[src/rtl/prog_run_sequencer.sv]
// Run controller: launches each enabled benchmark program in ascending order,
// times its RUN phase against TIMEOUT and reports one result per program.
module prog_run_sequencer #(
  parameter int unsigned CNT_W   = 16,
  parameter int unsigned TIMEOUT = 4000
) (
  input  logic             Clk,
  input  logic             Reset,
  input  logic             go,
  input  logic             abort,
  input  logic [2:0]       prog_mask,
  input  logic             core_done,
  output logic             start,
  output logic [1:0]       problem,
  output logic             busy,
  output logic             batch_done,
  output logic             result_valid,
  output logic [1:0]       result_prog,
  output logic [CNT_W-1:0] result_cycles,
  output logic             result_timeout,
  output logic             timeout_err
);

  localparam logic [CNT_W-1:0] TIMEOUT_C = CNT_W'(TIMEOUT);

  typedef enum logic [2:0] {
    S_IDLE, S_SELECT, S_LAUNCH, S_SETTLE, S_RUN, S_REPORT, S_FINISH
  } state_t;

  state_t           state;
  logic [2:0]       pending;
  logic [CNT_W-1:0] cnt;
  logic [CNT_W-1:0] cnt_inc;
  logic [1:0]       low_idx;

  assign cnt_inc = cnt + CNT_W'(1);

  // Lowest pending program; never yields 2'b11.
  always_comb begin
    low_idx = 2'd2;
    if (pending[0])      low_idx = 2'd0;
    else if (pending[1]) low_idx = 2'd1;
  end

  // Single-process FSM; start, pulses and result fields are all flop outputs.
  always_ff @(posedge Clk or posedge Reset) begin
    if (Reset) begin
      state          <= S_IDLE;
      pending        <= 3'b000;
      cnt            <= '0;
      start          <= 1'b0;
      problem        <= 2'd0;
      busy           <= 1'b0;
      batch_done     <= 1'b0;
      result_valid   <= 1'b0;
      result_prog    <= 2'd0;
      result_cycles  <= '0;
      result_timeout <= 1'b0;
      timeout_err    <= 1'b0;
    end else begin
      start        <= 1'b0;
      batch_done   <= 1'b0;
      result_valid <= 1'b0;
      if (abort && state != S_IDLE) begin
        state <= S_IDLE;
        busy  <= 1'b0;
      end else begin
        case (state)
          S_IDLE: begin
            if (go) begin
              pending     <= prog_mask;
              timeout_err <= 1'b0;
              busy        <= 1'b1;
              state       <= S_SELECT;
            end
          end
          S_SELECT: begin
            if (pending != 3'b000) begin
              problem <= low_idx;
              pending <= pending & (pending - 3'd1);
              start   <= 1'b1;
              state   <= S_LAUNCH;
            end else begin
              batch_done <= 1'b1;
              state      <= S_FINISH;
            end
          end
          S_LAUNCH: state <= S_SETTLE;
          // Done is ignored here so a flag left over from the last program is never counted.
          S_SETTLE: begin
            cnt   <= '0;
            state <= S_RUN;
          end
          S_RUN: begin
            cnt <= cnt_inc;
            if (core_done) begin
              result_valid   <= 1'b1;
              result_prog    <= problem;
              result_cycles  <= cnt_inc;
              result_timeout <= 1'b0;
              state          <= S_REPORT;
            end else if (cnt_inc == TIMEOUT_C) begin
              result_valid   <= 1'b1;
              result_prog    <= problem;
              result_cycles  <= cnt_inc;
              result_timeout <= 1'b1;
              timeout_err    <= 1'b1;
              state          <= S_REPORT;
            end
          end
          S_REPORT: state <= S_SELECT;
          S_FINISH: begin
            busy  <= 1'b0;
            state <= S_IDLE;
          end
          default: begin
            busy  <= 1'b0;
            state <= S_IDLE;
          end
        endcase
      end
    end
  end

endmodule

[config.mk]
export PLATFORM = sky130hd
export DESIGN_NAME = prog_run_sequencer
export DESIGN_NICKNAME = d
export VERILOG_FILES = /design/src/rtl/prog_run_sequencer.sv
export SDC_FILE = /design/constraint.sdc
export NUM_CORES = 1
export LEC_CHECK = 0
export ABC_AREA = 1
export BUFFER_PORTS_ARGS = -buffer_cell sky130_fd_sc_hd__buf_4
export CAP_MARGIN = 30
export CORE_MARGIN = 2
export CORE_UTILIZATION = 40
export DETAILED_ROUTE_END_ITERATION = 10
export PLACE_DENSITY = 0.72
export SLEW_MARGIN = 20
export SYNTH_ARGS = -nofsm -noshare
export SYNTH_HDL_FRONTEND = slang
export SYNTH_SLANG_ARGS = --single-unit
[constraint.sdc]
create_clock -name Clk -period 1.8 [get_ports Clk]
set_clock_uncertainty 0.1 [all_clocks]
set_input_delay 0.18 -clock Clk [delete_from_list [all_inputs] [get_ports Clk]]
set_output_delay 0.18 -clock Clk [all_outputs]
set_load 0.05 [all_outputs]
[Word level (Yosys, flattened, before mapping)]
Index checks and enable logic that the tools add are counted.
Cells by class
  add/subtract/negate cells: 2
  eq/ne operators: 13
  mux-type cells: 34
  bitwise operators: 2
  reductions and logical operators: 16
Operator list (number)
  $mux 16: 2
  $pmux 16 s2: 1
  $mux 3: 7
  $pmux 3 s6: 1
  $add 16x1->16 const B: 1
  $eq 16x12->1 const B: 1
  $mux 1: 16
  $mux 2: 4
  $ne 2x2->1 const B: 4
  $reduce_bool 2->1: 4
  $eq 3x2->1 const B: 2
  $eq 3x3->1 const B: 2
  $pmux 3 s2: 1
  $reduce_and 2->1: 3
  $reduce_and 3->1: 2
  $reduce_bool 3->1: 2
  $reduce_and 5->1: 1
  $reduce_or 5->1: 1
  $ne 4x4->1 const B: 1
  $pmux 1 s2: 2
  $reduce_and 4->1: 1
  $and 3x3->3: 1
  $eq 3x1->1 const B: 1
  $logic_not 3->1: 1
  other kinds (5): 5
Word-level totals
  bits in registers: 48
  input port bits: 8
  output and inout port bits: 26
  word-level logic and storage cells: 79

[Longest topological paths before layout]
Gate-level depths: netlist (run 1).
  word-level depth: 6
  depth in mapped cells: 16

[Worst setup path after synthesis (run 1)]
No wires, ideal clock.
  kind: reg-to-reg
  from: reg cnt[1]
  to: reg result_prog[1]
  setup time: 0.067 ns
  arrival: 1.810 ns
  data required time: 1.633 ns
  path slack: -0.177 ns
  cell stages (with the launch flop): 16
  buffers on the path: 2
  period minus slack after synthesis: 1.977 ns
  cells stage by stage: dfrtp_1 ha_1 nand3_1 nor2_1 nand3_1 nand2_1 nand2_1 nor2_1 nand2_1 nor2_1 nand3_2 nand2_2 buf_6 buf_12 nand3_1 nand2_1
On the way
  cells in the longest elaborated chain, start to end: 4
RTL lines
  start: declaration: line 32  | logic [CNT_W-1:0] cnt;
  start signal: assignment: line 95  | cnt <= cnt_inc;
  $add 16x1->16: line 36  | assign cnt_inc = cnt + CNT_W'(1);
  $eq 16x12->1: line 102  | end else if (cnt_inc == TIMEOUT_C) begin
  $reduce_bool 2->1 (no source line)
  $reduce_and 3->1 (no source line)
  end signal: assignment: line 98  | result_prog <= problem;
  end signal: assignment: line 104  | result_prog <= problem;
  end: declaration: line 18  | output logic [1:0] result_prog,
Every way passes these cells.
A chain may end at the register's enable or synchronous reset.

[Final worst setup path (run 1)]
  from: reg cnt[0]
  to: reg result_cycles[4]
On the way
  cells in the longest elaborated chain, start to end: 4
  elaborated cells between the ends (all ways): 6
  classes of those cells: add/sub (1); eq/ne (1); mux (2); reduce/logical (2)
RTL lines
  $add 16x1->16 (*): line 36
  $eq 16x12->1: line 102
  $reduce_bool 2->1 (no source line)
  $reduce_and 3->1 (no source line)
  end signal: assignment: line 99  | result_cycles <= cnt_inc;
  end signal: assignment: line 105  | result_cycles <= cnt_inc;
  end: declaration: line 19  | output logic [CNT_W-1:0] result_cycles,
Every way passes the cells marked *; elsewhere a longest branch is shown, timed or not. The select of a mux whose other input is x is not followed.

==> results of run 1 <==
-- through the flow --
step	hold WS, ps	utilization	std cells	total power, mW	setup WS (ps)
floorplan	226.9	-	327	3.868	-162.9
global placement	138.7	0.5231	470	5.041	-259.2
detailed placement	141.7	0.5231	470	5.111	-343.8
CTS	10.78	0.5744	490	6.034	-304.9
global route	12.00	0.5945	490	6.663	-492.4
finish	12.09	0.5945	490	6.212	-347.8
-- synth_stat cells --
master	instances
nand3b_1	1
o22ai_1	5
a32o_1	2
nand3_2	3
buf_6	1
a21oi_1	3
buf_12	1
clkbuf_1	3
nand2_2	3
nor2_1	29
ha_1	2
nand3_1	31
buf_2	3
or2_2	2
o21ai_0	21
inv_1	46
nand4_1	4
dfrtp_1	48
o31ai_1	1
nor2_4	3
xor2_1	2
nand2_1	106
nor3_1	4
nor2_2	3
-- worst register-to-register path, stage by stage (launching register included) --
cell,delay (ps)
dfrtp_1,400
buf_4,150
inv_2,50
nor2_4,180
buf_12,130
nand4_1,90
nand2_2,110
nand2_1,50
inv_1,60
nand2_2,70
nor2_4,120
nand3_4,100
nand2_4,90
nand2_4,80
buf_2,160
nand2_1,60
nand2_1,50
-- power groups by stage --
stage	sequential (mW)	clock, mW	combinational (mW)
global route	1.99	0.757	3.92
CTS	1.89	0.707	3.44
floorplan	2.72	0	1.15
global placement	1.88	0	3.16
finish	1.92	0.689	3.60
detailed placement	1.89	0	3.22
-- cell usage in the layout, fill, tap and decap left out, types with 3 or more instances in the layout --
master and count:
a21oi_1 3, buf_4 76, buf_6 8, clkbuf_8 6, dfrtp_1 47, inv_1 41, inv_2 5, nand2_1 81
nand2_2 22, nand2_4 6, nand3_1 26, nand3_2 5, nand3_4 3, nand4_1 4, nor2_1 21, nor2_2 6
nor2_4 8, nor3_1 3, o21ai_0 20, o22ai_1 5
-- cell type report --
type / instances / share of cell area
Inverter: 46 / 0.04876
Tap cell: 75 / 0.02650
Timing Repair Buffer: 88 / 0.2021
Clock inverter: 2 / 0.003887
Clock buffer: 6 / 0.02332
Sequential cell: 48 / 0.3396
Multi-Input combinational cell: 225 / 0.3558
-- logic make-up after synthesis --
kind of cell / count (synthesis) / synth area share
compound gates: 32 / 0.07211
xor+xnor: 2 / 0.007061
fa+ha+maj: 2 / 0.01008
buf+inv: 54 / 0.09279
flops: 48 / 0.4841
simple gates: 189 / 0.3338
-- per-layer routing --
metal,global-route usage,vias up
li1,-,1197
met3,0.04674,14
met5,0,-
met2,0.3298,62
met4,0.1016,0
met1,0.2699,1172
-- state kept, by name, summed over array words and instances, names as in the netlist --
signal	count
cnt	16
result_cycles	16
pending	3
state	3
problem	2
result_prog	2
batch_done	1
busy	1
result_timeout	1
result_valid	1
start	1
timeout_err	1
-- what timing repair did --
action	in CTS	in global routing
buffers inserted	10	3
resized for setup	27	39
gates cloned	1	1
setup endpoints to repair	23	28
endpoints found under the hold margin	21	0
pin swaps	20	15
hold buffers	1	0
-- how the worst min path moves through the flow --
| stage | startpoint | endpoint | cells past startpoint |
|---|---|---|---|
| finish | prog_mask[0] | pending[0] | 3 |
| global placement | Reset | result_cycles[15] | 2 |
| floorplan | prog_mask[0] | pending[0] | 2 |
| CTS | prog_mask[0] | pending[0] | 3 |
| detailed placement | Reset | result_cycles[15] | 2 |
| global route | prog_mask[1] | pending[1] | 2 |
==> flow_summary.yaml, run 1 <==
run_status:
  status: "complete, but fails checks"
  violations: "negative setup slack"
yosys:
  netlist_area_um2: 2481
  syn_inst: 327
  avgSynthCellArea_um2: 7.588
  synth_seq_area_share: 0.4841
  ys.warnings.count: 0
  yosysTopAreaCell: "dfrtp_1"
  synth_seq_cells: 48
  syn-num-nets: 337
  synth_area_leaders: "dfrtp_1 48%, nand2_1 16%, inv_1 7.0%"
  yosysTopAreaCellShare: 0.4841
  synth.distinct_cells: 24
detailed_routing:
  num_vias: 2445
  drtIter0Drc: 195
  viasPerCell: 4.990
  wire_per_inst_um: 13.44
  routed_wirelength_um: 6588
  routed-wl-met3_um: 268
  firstDrtPassIters: 4
  wl_met1_um: 2909
  ant_nets: 0
  dr.max_layer_used: "met4"
  met2_length_um: 3249
  drc_errors: 0
timing:
  finalHoldViolCount: 0
  timing.fmax_mhz: 465.6
  relSlewSlack: 0.6726
  fin_setup_tns_ps: -7031
  fin_ws_ps: -347.8
  setup_viol: 23
  slew_violations: 0
  worstMarginPinSlew_ps: 490.4
  rsz0062_at_grt: "true"
  fin_crit_sh: 1.193
  min_period_ps: 2148
worst_setup_path:
  path_cells: "buf_4 -> inv_2 -> nor2_4 -> buf_12 -> nand4_1 -> nand2_2 -> nand2_1 -> inv_1 -> nand2_2 -> nor2_4 -> nand3_4 -> nand2_4 -> nand2_4 -> buf_2 -> nand2_1 -> nand2_1"
  start_kind: "flip-flop"
  path_class: "flip-flop to flip-flop"
  cp.required_ps: 1910
  r2r_cells: 16
  critPathTopFamily: "simple AND/OR/NAND/NOR gates"
  r2r-end: "result_cycles[4]"
  arrival_ps: 2260
  r2r_start: "cnt[0]"
  ff2ff_setup_slack_ps: -350
  critPathMaxFanout: 4
  max_stage_delay_ps: 400
  crit_start: "cnt[0]"
  cpMostUsedCell: "nand2_1"
  critical_path_depth: 16
  endpoint_kind: "flip-flop"
  slowest_stage: "dfrtp_1"
  worstSetupEndpoint: "result_cycles[4]"
  path_buf_inv: 5
floorplan:
  die_y_um: 82.76
  core_area_um2: 5956
  ios: 34
  num_rows: 28
  dieWidth_um: 82.76
  dieArea_um2: 6849
  initial_core_util: 0.4166
clock_tree:
  htreeDepth: 2
  cts_root_buffer: "clkbuf_8"
  cts_made_buffers: 5
  clock_path_buffers: 2
  clock-sinks: 48
  clkLatencyLatePin_ps: 310
  cts_tree: "yes"
  path_clk_slew_ps: 90
cells_and_area:
  layout.nets: 424
  antenna_cells: 0
  syn_to_final_growth_pct: 42.71
  fill_cells: 543
  final_area_um2: 3541
  regArea_um2: 1202
  drive_above_1_share: 0.3759
  multiInputGateArea_um2: 1260
hold_path:
  min_path_type: "input port to flip-flop"
global_route:
  grt_pass1_wl_um: 10790
  grt_pass1_vias: 2437
  grt_use_total: 0.2087
  grt_start_max_net_pins: 28
  grt_antenna_before_repair: 0
  grt_overflow: 0
placement:
  placed_area_um2: 3115
  hpwl_um: 4358
  io_buffer_count: 33
  gp_congestion: 0.8030
pwr:
  seqPwrFrac: 0.309
  power_density_nw_per_um2: 1754
  internal_power_mw: 3.214
  p_leak_nw: 1.809
  vdd_drop_max_mv: 1.029
  pwr-share-clk: 0.111
  netSwitchingFraction: 0.4826
  p_sw_mw: 2.997
  power_frac_comb: 0.580
job:
  max-cap-violations: 0
Note: power is estimated with default switching activity, not from simulation.
==> inputs of run 2 (changes only) <==
--- a/config.mk
+++ b/config.mk
@@ -8,10 +8,12 @@
 export ABC_AREA = 1
 export BUFFER_PORTS_ARGS = -buffer_cell sky130_fd_sc_hd__buf_4
 export CAP_MARGIN = 30
+export CELL_PAD_IN_SITES_DETAIL_PLACEMENT = 1
+export CELL_PAD_IN_SITES_GLOBAL_PLACEMENT = 1
 export CORE_MARGIN = 2
-export CORE_UTILIZATION = 40
+export CORE_UTILIZATION = 38
 export DETAILED_ROUTE_END_ITERATION = 10
-export PLACE_DENSITY = 0.72
+export PLACE_DENSITY = 0.87
 export SLEW_MARGIN = 20
 export SYNTH_ARGS = -nofsm -noshare
 export SYNTH_HDL_FRONTEND = slang
==> run 2 against run 1 <==
The run ends with negative hold slack, negative setup slack left. Die area rose by 5.0%. Worst setup slack got worse by 300 ps. Via count rose by 24%. Critical path depth fell by 2. Non-clock buffer count rose by 25. Fmax fell by 12%. Utilization rose by 4.4 points. Sequential cell count did not move. Register-to-register slack got worse by 300 ps.
==> flow_summary.yaml, run 2 (same netlist as run 1, synthesis figures left out) <==
hold_path:
  whs_path_depth: 2
  holdPathEnd: "pending[2]"
  min_path_type: "input port to flip-flop"
  hold_start: "prog_mask[2]"
timing:
  finalHoldWorstSlack_ps: -5.314
  min_period_ps: 2445
  relSlewSlack: 0.6861
  fin_ws_ps: -644.9
  finalHoldViolCount: 2
  fin_crit_sh: 1.358
  worstMarginPinSlew_ps: 470.1
  slew_violations: 0
  setup_viol: 35
  fin_setup_tns_ps: -15520
  timing.fmax_mhz: 409.0
  rsz0062_at_grt: "true"
worst_setup_path:
  start_kind: "flip-flop"
  path_cells: "nand2_1 -> nor2_4 -> nand3b_1 -> nand2_1 -> inv_2 -> nor2_4 -> nand2_2 -> nor2_4 -> nand3_4 -> nand2_4 -> nand2_8 -> buf_8 -> nand2_2 -> nand2_2"
  r2r-end: "result_cycles[5]"
  endpoint_kind: "flip-flop"
  max_stage_delay_ps: 450
  r2r_start: "cnt[5]"
  path_class: "flip-flop to flip-flop"
  slowest_stage: "dfrtp_1"
  cp.required_ps: 1930
  ff2ff_setup_slack_ps: -640
  arrival_ps: 2570
  critPathMaxFanout: 5
  r2r_cells: 14
cells_and_area:
  drive_above_1_share: 0.5353
  layout.cells.non_filler: 516
  reg.largest.list: "cnt x16, result_cycles x16"
  syn_to_final_growth_pct: 63.34
  final_core_util: 0.6382
  final_common_cell: "buf_4"
  layout.nets: 449
  final_cell_mix: "98 x buf_4, 51 x nand2_1, 45 x dfrtp_1"
  antenna_cells: 0
  fill_cells: 715
placement:
  io_buffer_count: 33
  dp_slack_ps: -449.2
  dp_cells: 475
  gp_congestion: 0.8616
  hpwl_um: 5687
pwr:
  vdd_drop_max_mv: 1.248
  finalPower_mw: 7.478
  power_density_nw_per_um2: 1845
  p_leak_nw: 2.033
detailed_routing:
  routed_wirelength_um: 12740
  num_vias: 3030
  ant_nets: 0
  drc_errors: 0
  viasPerCell: 5.872
  wire_per_inst_um: 24.69
  firstDrtPassIters: 6
  drtIter0Drc: 219
floorplan:
  initial_core_util: 0.3907
  core_area_um2: 6350
  ios: 34
  die_y_um: 84.81
  dieArea_um2: 7192
  dieWidth_um: 84.81
  num_rows: 29
clock_tree:
  cts_root_buffer: "clkbuf_8"
  htreeDepth: 2
  clock-sinks: 48
  path_clk_slew_ps: 110
  clock_path_buffers: 2
  cts_tree: "yes"
  clkLatencyLatePin_ps: 330
  cts_made_buffers: 5
global_route:
  grt_antenna_before_repair: 0
  grt_pass1_vias: 3122
  grt_start_max_net_pins: 30
  grt_overflow: 0
  grt_pass1_wl_um: 16150
  grt_use_total: 0.2938
job:
  max-cap-violations: 0
run_status:
  status: "complete, but fails checks"
  violations: "negative hold slack, negative setup slack"
==> run 2: cell count changes in the layout (fill, tap and decap cells not counted), sizes merged <==
cell and change:
buf +24, inv -1, clkinvlp +1
==> run 2: power by group <==
group / leakage, nW / switching, mW / internal (mW) / total, mW
Sequential: 0.632 / 0.543 / 1.56 / 2.10
Clock: 0.0400 / 0.438 / 0.265 / 0.703
Combinational: 1.36 / 2.96 / 1.72 / 4.67
Total: 2.03 / 3.94 / 3.54 / 7.48
==> run 2: cell type report <==
type / instances / area [um^2] / area share
Clock inverter: 2 / 12.51 / 0.003087
Timing Repair Buffer: 113 / 964.7 / 0.2380
Multi-Input combinational cell: 225 / 1530 / 0.3776
Tap cell: 77 / 96.34 / 0.02377
Sequential cell: 48 / 1205 / 0.2973
Clock buffer: 5 / 68.82 / 0.01698
Inverter: 46 / 175.2 / 0.04322
==> run 2: worst max-delay path by stage <==
stage	start	cells past startpoint	endpoint	slack, ps
floorplan	cnt[1]	15	result_prog[1]	-160
global placement	cnt[1]	15	result_timeout	-330
detailed placement	cnt[1]	15	result_cycles[7]	-450
CTS	cnt[1]	16	result_cycles[9]	-360
global route	cnt[4]	14	result_timeout	-690
finish	cnt[5]	14	result_cycles[5]	-640
==> run 2: routing by layer <==
layer  global-route usage  share of wire  vias to the layer above
li1                     -              -                     1250
met1               0.3287           0.39                     1531
met2               0.5132           0.49                      174
met3              0.06686          0.061                       75
met4               0.1645          0.063                        0
met5                    0              0                        -
==> run 2: worst max-delay path: cells and delay by family (launching register included) <==
kind | cells | cell delay (ps)
DFF | 1 | 450
buffers and inverters | 2 | 220
and+or+nand+nor | 12 | 1560
==> run 2: timing repair <==
item / CTS / global route
setup buffers: 18 / 13
pin swaps: 12 / 32
endpoints found under the hold margin: 19 / 0
cloned: 1 / 1
setup endpoints to repair: 23 / 41
gates resized for setup: 46 / 111
hold buffers: 1 / 0
==> run 2: metrics by stage <==
stage	hold slack, ps	instance area [um^2]
5_1_grt	4.105	4053
3_3_place_gp	118.3	3153
3_5_place_dp	128.8	3153
6_report	-5.314	4053
4_1_cts	13.00	3545
2_1_floorplan	226.9	2501
==> inputs of run 3 (changes only) <==
--- a/config.mk
+++ b/config.mk
@@ -13,8 +13,8 @@
 export CORE_MARGIN = 2
 export CORE_UTILIZATION = 38
 export DETAILED_ROUTE_END_ITERATION = 10
-export PLACE_DENSITY = 0.87
-export SLEW_MARGIN = 20
+export PLACE_DENSITY = 0.85
+export SLEW_MARGIN = 10
 export SYNTH_ARGS = -nofsm -noshare
 export SYNTH_HDL_FRONTEND = slang
 export SYNTH_SLANG_ARGS = --single-unit
==> run 3 against run 2 <==
The run ends with negative setup slack left. Combinational power fell by 9.6%. Critical path type unchanged. Fmax is 3.3% lower. Sequential cell count is the same. Sequential power shrank 3%.
==> flow_summary.yaml, run 3 (same netlist as run 1, synthesis figures left out) <==
worst_setup_path:
  r2r_start: "cnt[9]"
  start_kind: "flip-flop"
  r2r-end: "result_cycles[6]"
  endpoint_kind: "flip-flop"
  r2r_cells: 14
  critPathMaxFanout: 5
  cp.required_ps: 1910
  arrival_ps: 2640
  path_class: "flip-flop to flip-flop"
  ff2ff_setup_slack_ps: -730
cells_and_area:
  layout.cells.non_filler: 506
  layout.nets: 438
  syn_to_final_growth_pct: 51.24
  drive_above_1_share: 0.4639
  final_core_util: 0.5909
  antenna_cells: 0
  final_area_um2: 3752
  fill_cells: 763
  reg.largest.list: "cnt x16, result_cycles x16"
  final_cell_mix: "85 x buf_4, 64 x nand2_1, 46 x dfrtp_1"
  final_common_cell: "buf_4"
floorplan:
  die_y_um: 84.81
  core_area_um2: 6350
  ios: 34
  dieArea_um2: 7192
  initial_core_util: 0.3907
  num_rows: 29
  dieWidth_um: 84.81
clock_tree:
  cts_tree: "yes"
  path_clk_slew_ps: 100
  clkLatencyLatePin_ps: 330
  clock_path_buffers: 2
  htreeDepth: 2
  cts_root_buffer: "clkbuf_8"
  cts_made_buffers: 5
  clock-sinks: 48
timing:
  rsz0062_at_grt: "true"
  finalHoldViolCount: 0
  worstMarginPinSlew_ps: 441.5
  fin_crit_sh: 1.405
  setup_viol: 27
  min_period_ps: 2529
  fin_ws_ps: -728.9
  fin_setup_tns_ps: -16050
  finalHoldWorstSlack_ps: 8.157
  relSlewSlack: 0.7052
  timing.fmax_mhz: 395.4
  slew_violations: 0
detailed_routing:
  ant_nets: 0
  drtIter0Drc: 258
  drc_errors: 0
  wire_per_inst_um: 21.71
  firstDrtPassIters: 5
  num_vias: 2832
  viasPerCell: 5.597
  routed_wirelength_um: 10980
pwr:
  p_leak_nw: 1.881
  power_density_nw_per_um2: 1862
  finalPower_mw: 6.987
  vdd_drop_max_mv: 0.9582
global_route:
  grt_use_total: 0.2651
  grt_pass1_wl_um: 14830
  grt_antenna_before_repair: 0
  grt_start_max_net_pins: 23
  grt_overflow: 0
  grt_pass1_vias: 2919
job:
  max-cap-violations: 0
hold_path:
  min_path_type: "input port to flip-flop"
  holdPathEnd: "pending[0]"
  whs_path_depth: 3
  hold_start: "prog_mask[0]"
placement:
  hpwl_um: 5336
  dp_slack_ps: -439.2
  gp_congestion: 0.8930
  io_buffer_count: 33
  dp_cells: 479
  placed_area_um2: 3158
run_status:
  violations: "negative setup slack"
  status: "complete, but fails checks"
==> run 3: cell count changes in the layout (fill, tap and decap cells not counted), moves of 3 or more <==
cell | before | now
buf_4 | 98 | 85
nand2_1 | 51 | 64
nand2_4 | 17 | 8
buf_6 | 7 | 14
nor2_4 | 16 | 10
buf_12 | 5 | 0
nand2_2 | 40 | 36
nand3_1 | 23 | 26
nor2_1 | 12 | 15
nor2_2 | 7 | 10
o21ai_0 | 15 | 18
o21ai_1 | 5 | 2
==> run 3: layer usage <==
layer | up-vias | part of all wire | track usage
met5 | - | 0 | 0
met4 | 0 | 0.058 | 0.1126
met3 | 51 | 0.051 | 0.04326
met2 | 127 | 0.50 | 0.4603
met1 | 1426 | 0.39 | 0.3254
li1 | 1228 | - | -
==> run 3: worst max path at each step <==
stage                start                to  slack [ps]  cells after the start
finish              cnt[9]  result_cycles[6]        -730                     14
global route        cnt[5]  result_cycles[7]        -760                     15
CTS                 cnt[1]  result_cycles[9]        -440                     15
detailed placement  cnt[1]  result_cycles[2]        -440                     15
global placement    cnt[1]  result_cycles[7]        -320                     15
floorplan           cnt[1]    result_prog[1]        -160                     15
==> run 3: cell type report <==
class	instances	area, um^2	share of cell area
Multi-Input combinational cell	225	1348	0.3591
Sequential cell	48	1204	0.3208
Timing Repair Buffer	102	835.8	0.2227
Inverter	46	175.2	0.04668
Tap cell	77	96.34	0.02568
Clock buffer	7	86.33	0.02301
Clock inverter	1	7.507	0.002001
==> run 3: timing repair <==
item / in CTS / in global routing
pin swaps: 15 / 26
gates resized for setup: 36 / 79
setup endpoints to repair: 26 / 41
setup buffers: 7 / 12
hold endpoints to repair: 17 / 0
cloned: 2 / 0
hold buffers: 1 / 0
==> run 3: critical path, stage by stage, from the launching register on <==
cell     delay [ps]
dfrtp_1         440
nand2_1         150
nor2_1          340
nand3_1         170
nand2_1         110
nand2_1         110
nor2_1          110
nand2_1         100
nor2_4          170
nand3_4         120
nand2_4         130
nand2_8          90
buf_8           150
nand2_2          50
nand2_1          60
==> run 3: power by group <==
| part | internal (mW) | leakage, nW | switching (mW) |
|---|---|---|---|
| clock network | 0.314 | 0.0445 | 0.414 |
| registers | 1.56 | 0.633 | 0.483 |
| logic | 1.55 | 1.20 | 2.67 |
